File: src/rtl/drum_pkg.sv
// Shared types and constants for the drum hit conditioner.
// Default timing assumes the 25.175 MHz pixel clock.
package drum_pkg;

  typedef enum logic [1:0] {
    IDLE    = 2'd0,
    ARM     = 2'd1,
    HOLD    = 2'd2,
    REFRACT = 2'd3
  } drum_state_e;

  localparam int NUM_CH = 3;
  localparam int HAT    = 0;
  localparam int CYMBAL = 1;
  localparam int TOM    = 2;

  // ~10 ms debounce and ~100 ms (about six frames) visible hold at 25.175 MHz.
  localparam int DEF_DEBOUNCE_CYCLES = 250_000;
  localparam int DEF_HOLD_CYCLES     = 2_500_000;

  // The down-counter only ever holds values up to max(deb,hold)-1.
  function automatic int timer_width(input int deb, input int hold);
    int m;
    int w;
    m = (deb > hold) ? deb : hold;
    w = $clog2(m);
    return (w < 1) ? 1 : w;
  endfunction

endpackage

File: src/rtl/drum_channel.sv
// One drum channel: 2-FF synchroniser, debounce/hold/refractory FSM
// sharing a single down-counter, and a saturating hit counter.
module drum_channel
  import drum_pkg::*;
#(
  parameter int DEBOUNCE_CYCLES = DEF_DEBOUNCE_CYCLES,
  parameter int HOLD_CYCLES     = DEF_HOLD_CYCLES,
  parameter int CNT_W           = 8
) (
  input  logic             clk,
  input  logic             reset,
  input  logic             raw_i,
  output logic             hit_o,
  output logic             pulse_o,
  output logic [CNT_W-1:0] count_o
);

  localparam int TW = timer_width(DEBOUNCE_CYCLES, HOLD_CYCLES);
  localparam logic [TW-1:0] DEB_LOAD  = TW'(DEBOUNCE_CYCLES - 1);
  localparam logic [TW-1:0] HOLD_LOAD = TW'(HOLD_CYCLES - 1);

  drum_state_e      state_q, state_d;
  logic [TW-1:0]    cnt_q, cnt_d;
  logic             sync1_q, sync1_d;
  logic             sync_q, sync_d;
  logic             hit_q, hit_d;
  logic             pulse_q, pulse_d;
  logic [CNT_W-1:0] count_q, count_d;
  logic             accept;

  always_comb begin
    sync1_d = raw_i;
    sync_d  = sync1_q;
    state_d = state_q;
    cnt_d   = cnt_q;
    accept  = 1'b0;
    unique case (state_q)
      IDLE: begin
        if (sync_q) begin
          state_d = ARM;
          cnt_d   = DEB_LOAD;
        end
      end
      ARM: begin
        if (!sync_q) begin
          state_d = IDLE;
          cnt_d   = '0;
        end else if (cnt_q == '0) begin
          accept  = 1'b1;
          state_d = HOLD;
          cnt_d   = HOLD_LOAD;
        end else begin
          cnt_d = cnt_q - TW'(1);
        end
      end
      HOLD: begin
        // Input deliberately ignored here so retriggers are dropped.
        if (cnt_q == '0) begin
          state_d = REFRACT;
          cnt_d   = DEB_LOAD;
        end else begin
          cnt_d = cnt_q - TW'(1);
        end
      end
      REFRACT: begin
        if (sync_q) begin
          cnt_d = DEB_LOAD;
        end else if (cnt_q == '0) begin
          state_d = IDLE;
        end else begin
          cnt_d = cnt_q - TW'(1);
        end
      end
      default: begin
        state_d = IDLE;
        cnt_d   = '0;
      end
    endcase

    hit_d   = (state_d == HOLD);
    pulse_d = accept;
    count_d = (accept && (count_q != '1)) ? count_q + CNT_W'(1) : count_q;
  end

  always_ff @(posedge clk) begin
    if (reset) begin
      state_q <= IDLE;
      cnt_q   <= '0;
      sync1_q <= 1'b0;
      sync_q  <= 1'b0;
      hit_q   <= 1'b0;
      pulse_q <= 1'b0;
      count_q <= '0;
    end else begin
      state_q <= state_d;
      cnt_q   <= cnt_d;
      sync1_q <= sync1_d;
      sync_q  <= sync_d;
      hit_q   <= hit_d;
      pulse_q <= pulse_d;
      count_q <= count_d;
    end
  end

  assign hit_o   = hit_q;
  assign pulse_o = pulse_q;
  assign count_o = count_q;

endmodule

File: src/rtl/drum_hit_conditioner.sv
// Three independent drum channels feeding the VGA pattern generator's
// hat/cymbal/tom hit inputs on the pixel clock.
module drum_hit_conditioner
  import drum_pkg::*;
#(
  parameter int DEBOUNCE_CYCLES = DEF_DEBOUNCE_CYCLES,
  parameter int HOLD_CYCLES     = DEF_HOLD_CYCLES,
  parameter int CNT_W           = 8
) (
  input  logic             clk,
  input  logic             reset,
  input  logic             hat_raw_i,
  input  logic             cymbal_raw_i,
  input  logic             tom_raw_i,
  output logic             hat_hit_o,
  output logic             cymbal_hit_o,
  output logic             tom_hit_o,
  output logic [2:0]       hit_pulse_o,
  output logic [CNT_W-1:0] hat_count_o,
  output logic [CNT_W-1:0] cymbal_count_o,
  output logic [CNT_W-1:0] tom_count_o
);

  logic [NUM_CH-1:0]            raw;
  logic [NUM_CH-1:0]            hit;
  logic [NUM_CH-1:0][CNT_W-1:0] count;

  assign raw[HAT]    = hat_raw_i;
  assign raw[CYMBAL] = cymbal_raw_i;
  assign raw[TOM]    = tom_raw_i;

  for (genvar ch = 0; ch < NUM_CH; ch++) begin : g_ch
    drum_channel #(
      .DEBOUNCE_CYCLES(DEBOUNCE_CYCLES),
      .HOLD_CYCLES    (HOLD_CYCLES),
      .CNT_W          (CNT_W)
    ) u_chan (
      .clk    (clk),
      .reset  (reset),
      .raw_i  (raw[ch]),
      .hit_o  (hit[ch]),
      .pulse_o(hit_pulse_o[ch]),
      .count_o(count[ch])
    );
  end

  assign hat_hit_o      = hit[HAT];
  assign cymbal_hit_o   = hit[CYMBAL];
  assign tom_hit_o      = hit[TOM];
  assign hat_count_o    = count[HAT];
  assign cymbal_count_o = count[CYMBAL];
  assign tom_count_o    = count[TOM];

endmodule
File: config.mk
export PLATFORM = sky130hd
export DESIGN_NAME = drum_hit_conditioner
export DESIGN_NICKNAME = d
export VERILOG_FILES = /design/src/rtl/drum_pkg.sv /design/src/rtl/drum_channel.sv /design/src/rtl/drum_hit_conditioner.sv
export SDC_FILE = /design/constraint.sdc
export NUM_CORES = 1
export LEC_CHECK = 0
export BUFFER_PORTS_ARGS = -buffer_cell sky130_fd_sc_hd__buf_2
export CAP_MARGIN = 20
export CORE_ASPECT_RATIO = 0.9
export CORE_MARGIN = 4
export CORE_UTILIZATION = 35
export DETAILED_ROUTE_END_ITERATION = 8
export GPL_TIMING_DRIVEN = 0
export SYNTH_ARGS = -nofsm -noshare
export SYNTH_HDL_FRONTEND = slang
export SYNTH_SLANG_ARGS = --single-unit
File: constraint.sdc
create_clock -name clk -period 2.1 [get_ports clk]
set_input_delay 0.105 -clock clk [delete_from_list [all_inputs] [get_ports clk]]
set_output_delay 0.105 -clock clk [all_outputs]
set_load 0.1 [all_outputs]
==> results.json, run 1 <==
{
  "min_period_ns": 2.40,
  "yosysTopAreaCell": "dfxtp_1",
  "grt_pass1_wl_mm": 34.8,
  "placed_cells_incl_taps": 1088,
  "drtIter0Drc": 739,
  "fin_nets": 972,
  "synthArstFlopShare_pct": 0,
  "crit_cells": 8,
  "worst_hold_slack_ns": 0.0429,
  "ys_seq_area_share_pct": 34.0,
  "ys_top_cells_by_area": "dfxtp_1, nor2_1, a21oi_1, nand2_1, nor3_1",
  "tritoncts": "done",
  "slew_viol_final": 0,
  "p_leak_nw": 3.58,
  "finish.utilization_pct": 52.9,
  "ys.flop_type": "dfxtp_1",
  "skew_ns": 0.0199,
  "violations": "negative setup slack",
  "antenna_found_initial": 0,
  "tns_ns": -11.22,
  "crit_chain": "or4_4 > nor4_4 > buf_6 > buf_12 > a31oi_4 > or2_4 > o22ai_2 > a21o_1",
  "ios": 35,
  "drc": 0,
  "p_int_mw": 4.06,
  "netlist.area_leader.share_pct": 34.0,
  "syn_area_sq_mm": 0.00635,
  "cp-start-kind": "flip-flop",
  "hold_viol": 0,
  "grt_use_total_pct": 21.2,
  "hpwl_mm": 13.9,
  "final_cells": 1204,
  "critPathMaxFanout": 8,
  "power_frac_seq_pct": 34.7,
  "critPathTopFamily": "simple AND/OR/NAND/NOR gates",
  "syn_nets": 827,
  "drive_gt1_share_pct": 41.6,
  "antenna_left": 0,
  "pwr-share-clk_pct": 27.9,
  "h-tree-depth": 3,
  "gp_congestion": 0.912,
  "clk_transition_reported_paths_ns": 0.08,
  "portBuffers": 34,
  "crit_path_max_incr_delay_ns": 0.55,
  "netlist_instances": 814,
  "clockBufferDepth": 2,
  "vias": 7229,
  "cp.buffers_inverters": 2,
  "slew_headroom_pct": 37.3,
  "dpl_cell_area_sq_mm": 0.00691,
  "pwr-share-comb_pct": 37.4,
  "synthMostInstantiatedCell": "dfxtp_1",
  "diodes": 0,
  "final.period_utilization_pct": 114,
  "avgSynthCellArea_sq_um": 7.81,
  "synth-edff-count": 0,
  "status": "complete, but fails checks",
  "grt_pass1_vias": 6529,
  "cts-root-buf": "clkbuf_16",
  "yosys_warnings": 0,
  "final_area_sq_mm": 0.00938,
  "grt_overflow": 0,
  "hold_path_class": "primary input to flip-flop",
  "sw_frac_of_total_pct": 36.1,
  "cp-end-kind": "flip-flop",
  "ff2ff_path_depth": 8,
  "rows": 46,
  "power.switching_mw": 2.29,
  "dp_slack_ns": -0.691,
  "vias_per_cell": 6.00,
  "yosys-top-cells-count": "dfxtp_1, nor2_1, nand2_1",
  "wl_per_cell_um": 19.0,
  "synth-seq-cells": 108,
  "tightest_slew_ns": 0.940,
  "setup_viol": 87,
  "grt_max_degree": 22,
  "required_ns": 2.42,
  "dieArea_sq_mm": 0.0204,
  "crit_type": "flip-flop to flip-flop",
  "ir_drop_uv": 402,
  "worst_slack_ns": -0.303,
  "slowest_stage": "or4_4",
  "fmax_ghz": 0.416,
  "clk-insertion-delay-late_ns": 0.37,
  "die_h_um": 136,
  "die_w_um": 150,
  "clock_sinks": 108,
  "initial_utilization_pct": 35.8,
  "power.density_mw_per_mm2": 677,
  "drtPass1Iterations": 6,
  "worst-endpoint-arrival_ns": 2.72,
  "wl_mm": 22.9,
  "core_area_sq_mm": 0.0177,
  "area_growth_pct": 47.6,
  "p_total_mw": 6.35,
  "rsz0062_at_grt": "true",
  "holdPathStages": 2,
  "maxCapViolations": 0,
  "numCtsBuffers": 9,
  "ys_types": 74
}
-- kinds of logic (layout without fill, tap and decap cells) --
group | Yosys count | after routing | synth area share (%)
simple gates | 377 | 377 | 31.8
compound gates | 217 | 219 | 23.1
flops | 108 | 108 | 34.0
buf+inv | 67 | 215 | 4.39
xor+xnor | 33 | 33 | 4.55
fa+ha+maj | 8 | 8 | 1.58
mux | 4 | 4 | 0.630
-- layout make-up --
class                   instances  area [sq um]
inverters                      22          82.6
fillers                      1633          8350
flip-flops and latches        108          2230
plain buffers                  36           209
clock buffers                   9           225
clock inverters                 7          78.8
multi-input cells             641          5070
repair buffers                141          1180
well taps                     240           300
-- layout by cell type, fill, tap and decap left out, types with 9 or more instances in the layout --
master	n
buf_4	66
a21oi_2	26
dfxtp_2	26
inv_1	20
nor2_1	83
a31oi_1	14
nor3_4	10
xor2_1	15
nor2b_1	13
nor3_2	11
nand2_1	52
clkbuf_16	9
nor2_2	12
nand4_1	16
or4_4	11
a21o_1	9
buf_6	41
a21oi_1	33
dfxtp_4	10
nor2_4	10
buf_2	34
nand3_1	27
o21ai_0	10
xnor2_1	15
dfxtp_1	72
clkbuf_1	22
nor3_1	18
o21ai_1	17
-- state kept, by name, indices dropped and copies added (netlist names) --
register and cells:
g_ch.u_chan.count_o 24, g_ch.u_chan.state_q 6, g_ch.u_chan.cnt_q 66, g_ch.u_chan.hit_o 3, g_ch.u_chan.sync_q 3, g_ch.u_chan.sync1_q 3, g_ch.u_chan.pulse_o 3
-- worst reg2reg max path, cell delays in order, from the launching register on --
cell	delay, ns
dfxtp_4	0.36
or4_4	0.55
nor4_4	0.33
buf_6	0.20
buf_12	0.12
a31oi_4	0.18
or2_4	0.34
o22ai_2	0.15
a21o_1	0.12
-- routing by layer --
metal  global-route usage [%]  wire (um)  vias to the layer above
met5                        0          0                        -
met4                     6.66        607                        0
met3                     4.60       1880                       62
met2                     32.9      10400                      370
met1                     29.5      10000                     3465
li1                         -          -                     3332
-- power by group through the flow --
stage               Clock [mW]  Sequential, mW  Combinational [mW]
finish                    1.77            2.20                2.37
global route              1.88            2.21                2.50
CTS                       1.81            2.20                1.84
detailed placement           0            2.24                1.26
global placement             0            2.24                1.26
floorplan                    0            2.22               0.966
-- what timing repair did --
item	in CTS	in global routing
gates cloned	3	1
resized for setup	158	163
pin swaps	75	97
endpoints found under the setup margin	97	99
hold buffers	2	0
setup buffers	58	46
hold endpoints to repair	2	0
-- worst paths after layout --
kind                                                             from  slack (ns)                              endpoint
worst min-delay path                                     cymbal_raw_i        0.04     g_ch[1].u_chan.sync1_q$_SDFF_PP0_
worst max-delay path            g_ch[2].u_chan.cnt_q[10]$_SDFFE_PP0P_       -0.30  g_ch[2].u_chan.cnt_q[8]$_SDFFE_PP0P_
worst min register to register      g_ch[1].u_chan.sync1_q$_SDFF_PP0_        0.43      g_ch[1].u_chan.sync_q$_SDFF_PP0_
worst max register to register  g_ch[2].u_chan.cnt_q[10]$_SDFFE_PP0P_       -0.30  g_ch[2].u_chan.cnt_q[8]$_SDFFE_PP0P_
No activity file was read; power rests on OpenSTA's default activity.
==> run 2: changes to the inputs <==
==> constraint.sdc (replaced) <==
create_clock -name clk -period 3 [get_ports clk]
set_input_delay 0.15 -clock clk [delete_from_list [all_inputs] [get_ports clk]]
set_output_delay 0.15 -clock clk [all_outputs]
set_load 0.1 [all_outputs]
==> run 2 against run 1 <==
  * The flow now finishes without violations
  * Total power shrank 43%
  * Utilization is 13 points lower
  * Critical path depth rose by 1
  * First-iteration DRC count decreased by 14%
  * Die area unchanged
  * Register-to-register slack improved by 0.56 ns
  * Critical path type unchanged
  * Highest routed layer unchanged
==> results.json, run 2 (synthesis gave the netlist of run 1 again) <==
{
  "grt.met3_usage_pct": 4.47,
  "numCtsBuffers": 9,
  "rsz0062_at_grt": "false",
  "ir_drop_uv": 264,
  "crit_type": "flip-flop to flip-flop",
  "final_cells": 1104,
  "diodes": 0,
  "largest_reg_flops": 66,
  "die_h_um": 136,
  "grt-busiest-layer": "met1",
  "slowest_stage": "nor4_2",
  "grt_max_degree": 20,
  "final_common_cell": "dfxtp_1",
  "drc": 0,
  "final_area_sq_mm": 0.00712,
  "cts-root-buf": "clkbuf_16",
  "fmax_ghz": 0.365,
  "grt_pass1_wl_mm": 30.6,
  "skew_ns": 0.0106,
  "portBuffers": 34,
  "vias": 6364,
  "clock_sinks": 108,
  "wl_mm": 19.0,
  "core_area_sq_mm": 0.0177,
  "hold_path_class": "primary input to flip-flop",
  "clockBufferDepth": 2,
  "gp_congestion": 0.905,
  "grtUsageMet2_pct": 27.2,
  "clk_transition_reported_paths_ns": 0.07,
  "drive_gt1_share_pct": 10.3,
  "tightest_slew_ns": 0.955,
  "fillers": 1883,
  "cp-start-kind": "flip-flop",
  "critPathMaxFanout": 10,
  "area_growth_pct": 12.0,
  "slew_headroom_pct": 35.9,
  "power.density_mw_per_mm2": 504,
  "hold_viol": 0,
  "dp_slack_ns": 0.250,
  "drtPass1Iterations": 5,
  "final_cell_mix": "dfxtp_1, nor2_1, nand2_1, a21oi_1, buf_2",
  "p_leak_nw": 2.73,
  "dpl_cell_area_sq_mm": 0.00682,
  "setup_viol": 0,
  "crit_chain": "buf_6 > nor4_2 > and4b_1 > buf_2 > nand3_2 > clkbuf_1 > o2bb2ai_1 > nand2_1 > nor2_1",
  "final.period_utilization_pct": 91.4,
  "tns_ns": 0,
  "h-tree-depth": 3,
  "status": "finished, final reports clean",
  "cp-end-kind": "flip-flop",
  "antenna_left": 0,
  "worst-endpoint-arrival_ns": 2.99,
  "min_period_ns": 2.74,
  "grt_overflow": 0,
  "grt_use_total_pct": 18.8,
  "wl_per_cell_um": 17.2,
  "grt_pass1_vias": 5652,
  "vias_per_cell": 5.76,
  "placed_cells_incl_taps": 1088,
  "fin_nets": 872,
  "cts_hold_buf": 0,
  "slew_viol_final": 0,
  "maxCapViolations": 0,
  "crit_path_max_incr_delay_ns": 0.72,
  "antenna_found_initial": 0,
  "rows": 46,
  "clk-insertion-delay-late_ns": 0.36,
  "p_total_mw": 3.59,
  "initial_utilization_pct": 35.8,
  "dieArea_sq_mm": 0.0204,
  "met1_usage_pct": 27.4,
  "ios": 35,
  "hpwl_mm": 13.7,
  "finish.utilization_pct": 40.1,
  "worst_hold_slack_ns": 0.0245,
  "top_register": "g_ch.u_chan.cnt_q",
  "tritoncts": "done",
  "worst_slack_ns": 0.258,
  "die_w_um": 150,
  "required_ns": 3.25,
  "drtIter0Drc": 635
}
run 2: cell types whose count changed in the layout (fill, tap and decap cells not counted), sizes merged:
cell	change
a21o	-1
a31oi	-1
buf	-106
clkbuf	+11
clkinv	-2
dlygate4sd3	-2
inv	+1
run 2: critical path: cells and delay by family (launching register included):
kind            cells  cell delay, ns
compound gates      1            0.21
buf+inv             3            0.65
flops               1            0.31
simple gates        5            1.45
run 2: power breakdown:
group,switching [mW],total (mW),internal (mW)
combinational,0.572,0.865,0.293
clock,0.586,1.19,0.602
sequential,0.0550,1.54,1.48
total,1.21,3.59,2.38
run 2: timing repair:
item,4_1_cts,5_1_grt
setup buffers,0,0
setup endpoints to repair,0,1
resized for setup,0,1
run 2: per-layer routing:
metal | vias up | share of wire [%]
met5 | - | 0
met4 | 0 | 2.0
met3 | 26 | 7.5
met2 | 230 | 42
met1 | 2993 | 48
li1 | 3115 | -
run 2: layout make-up:
| cell class | instances | area (sq um) | share of cell area, % |
|---|---|---|---|
| Tap cell | 240 | 300 | 4.22 |
| Buffer | 45 | 196 | 2.76 |
| Sequential cell | 108 | 2160 | 30.4 |
| Clock buffer | 10 | 239 | 3.36 |
| Timing Repair Buffer | 34 | 170 | 2.39 |
| Multi-Input combinational cell | 639 | 3920 | 55.0 |
| Clock inverter | 6 | 51.3 | 0.721 |
| Inverter | 22 | 82.6 | 1.16 |
run 2: worst paths after layout:
kind                                   startpoint                                    to  slack (ns)  cells after the start
max          g_ch[0].u_chan.cnt_q[2]$_SDFFE_PP0P_  g_ch[0].u_chan.cnt_q[5]$_SDFFE_PP0P_        0.26                      9
min                                  cymbal_raw_i     g_ch[1].u_chan.sync1_q$_SDFF_PP0_        0.02                      2
max reg2reg  g_ch[0].u_chan.cnt_q[2]$_SDFFE_PP0P_  g_ch[0].u_chan.cnt_q[5]$_SDFFE_PP0P_        0.26                      9
min reg2reg     g_ch[1].u_chan.sync1_q$_SDFF_PP0_      g_ch[1].u_chan.sync_q$_SDFF_PP0_        0.44                      1
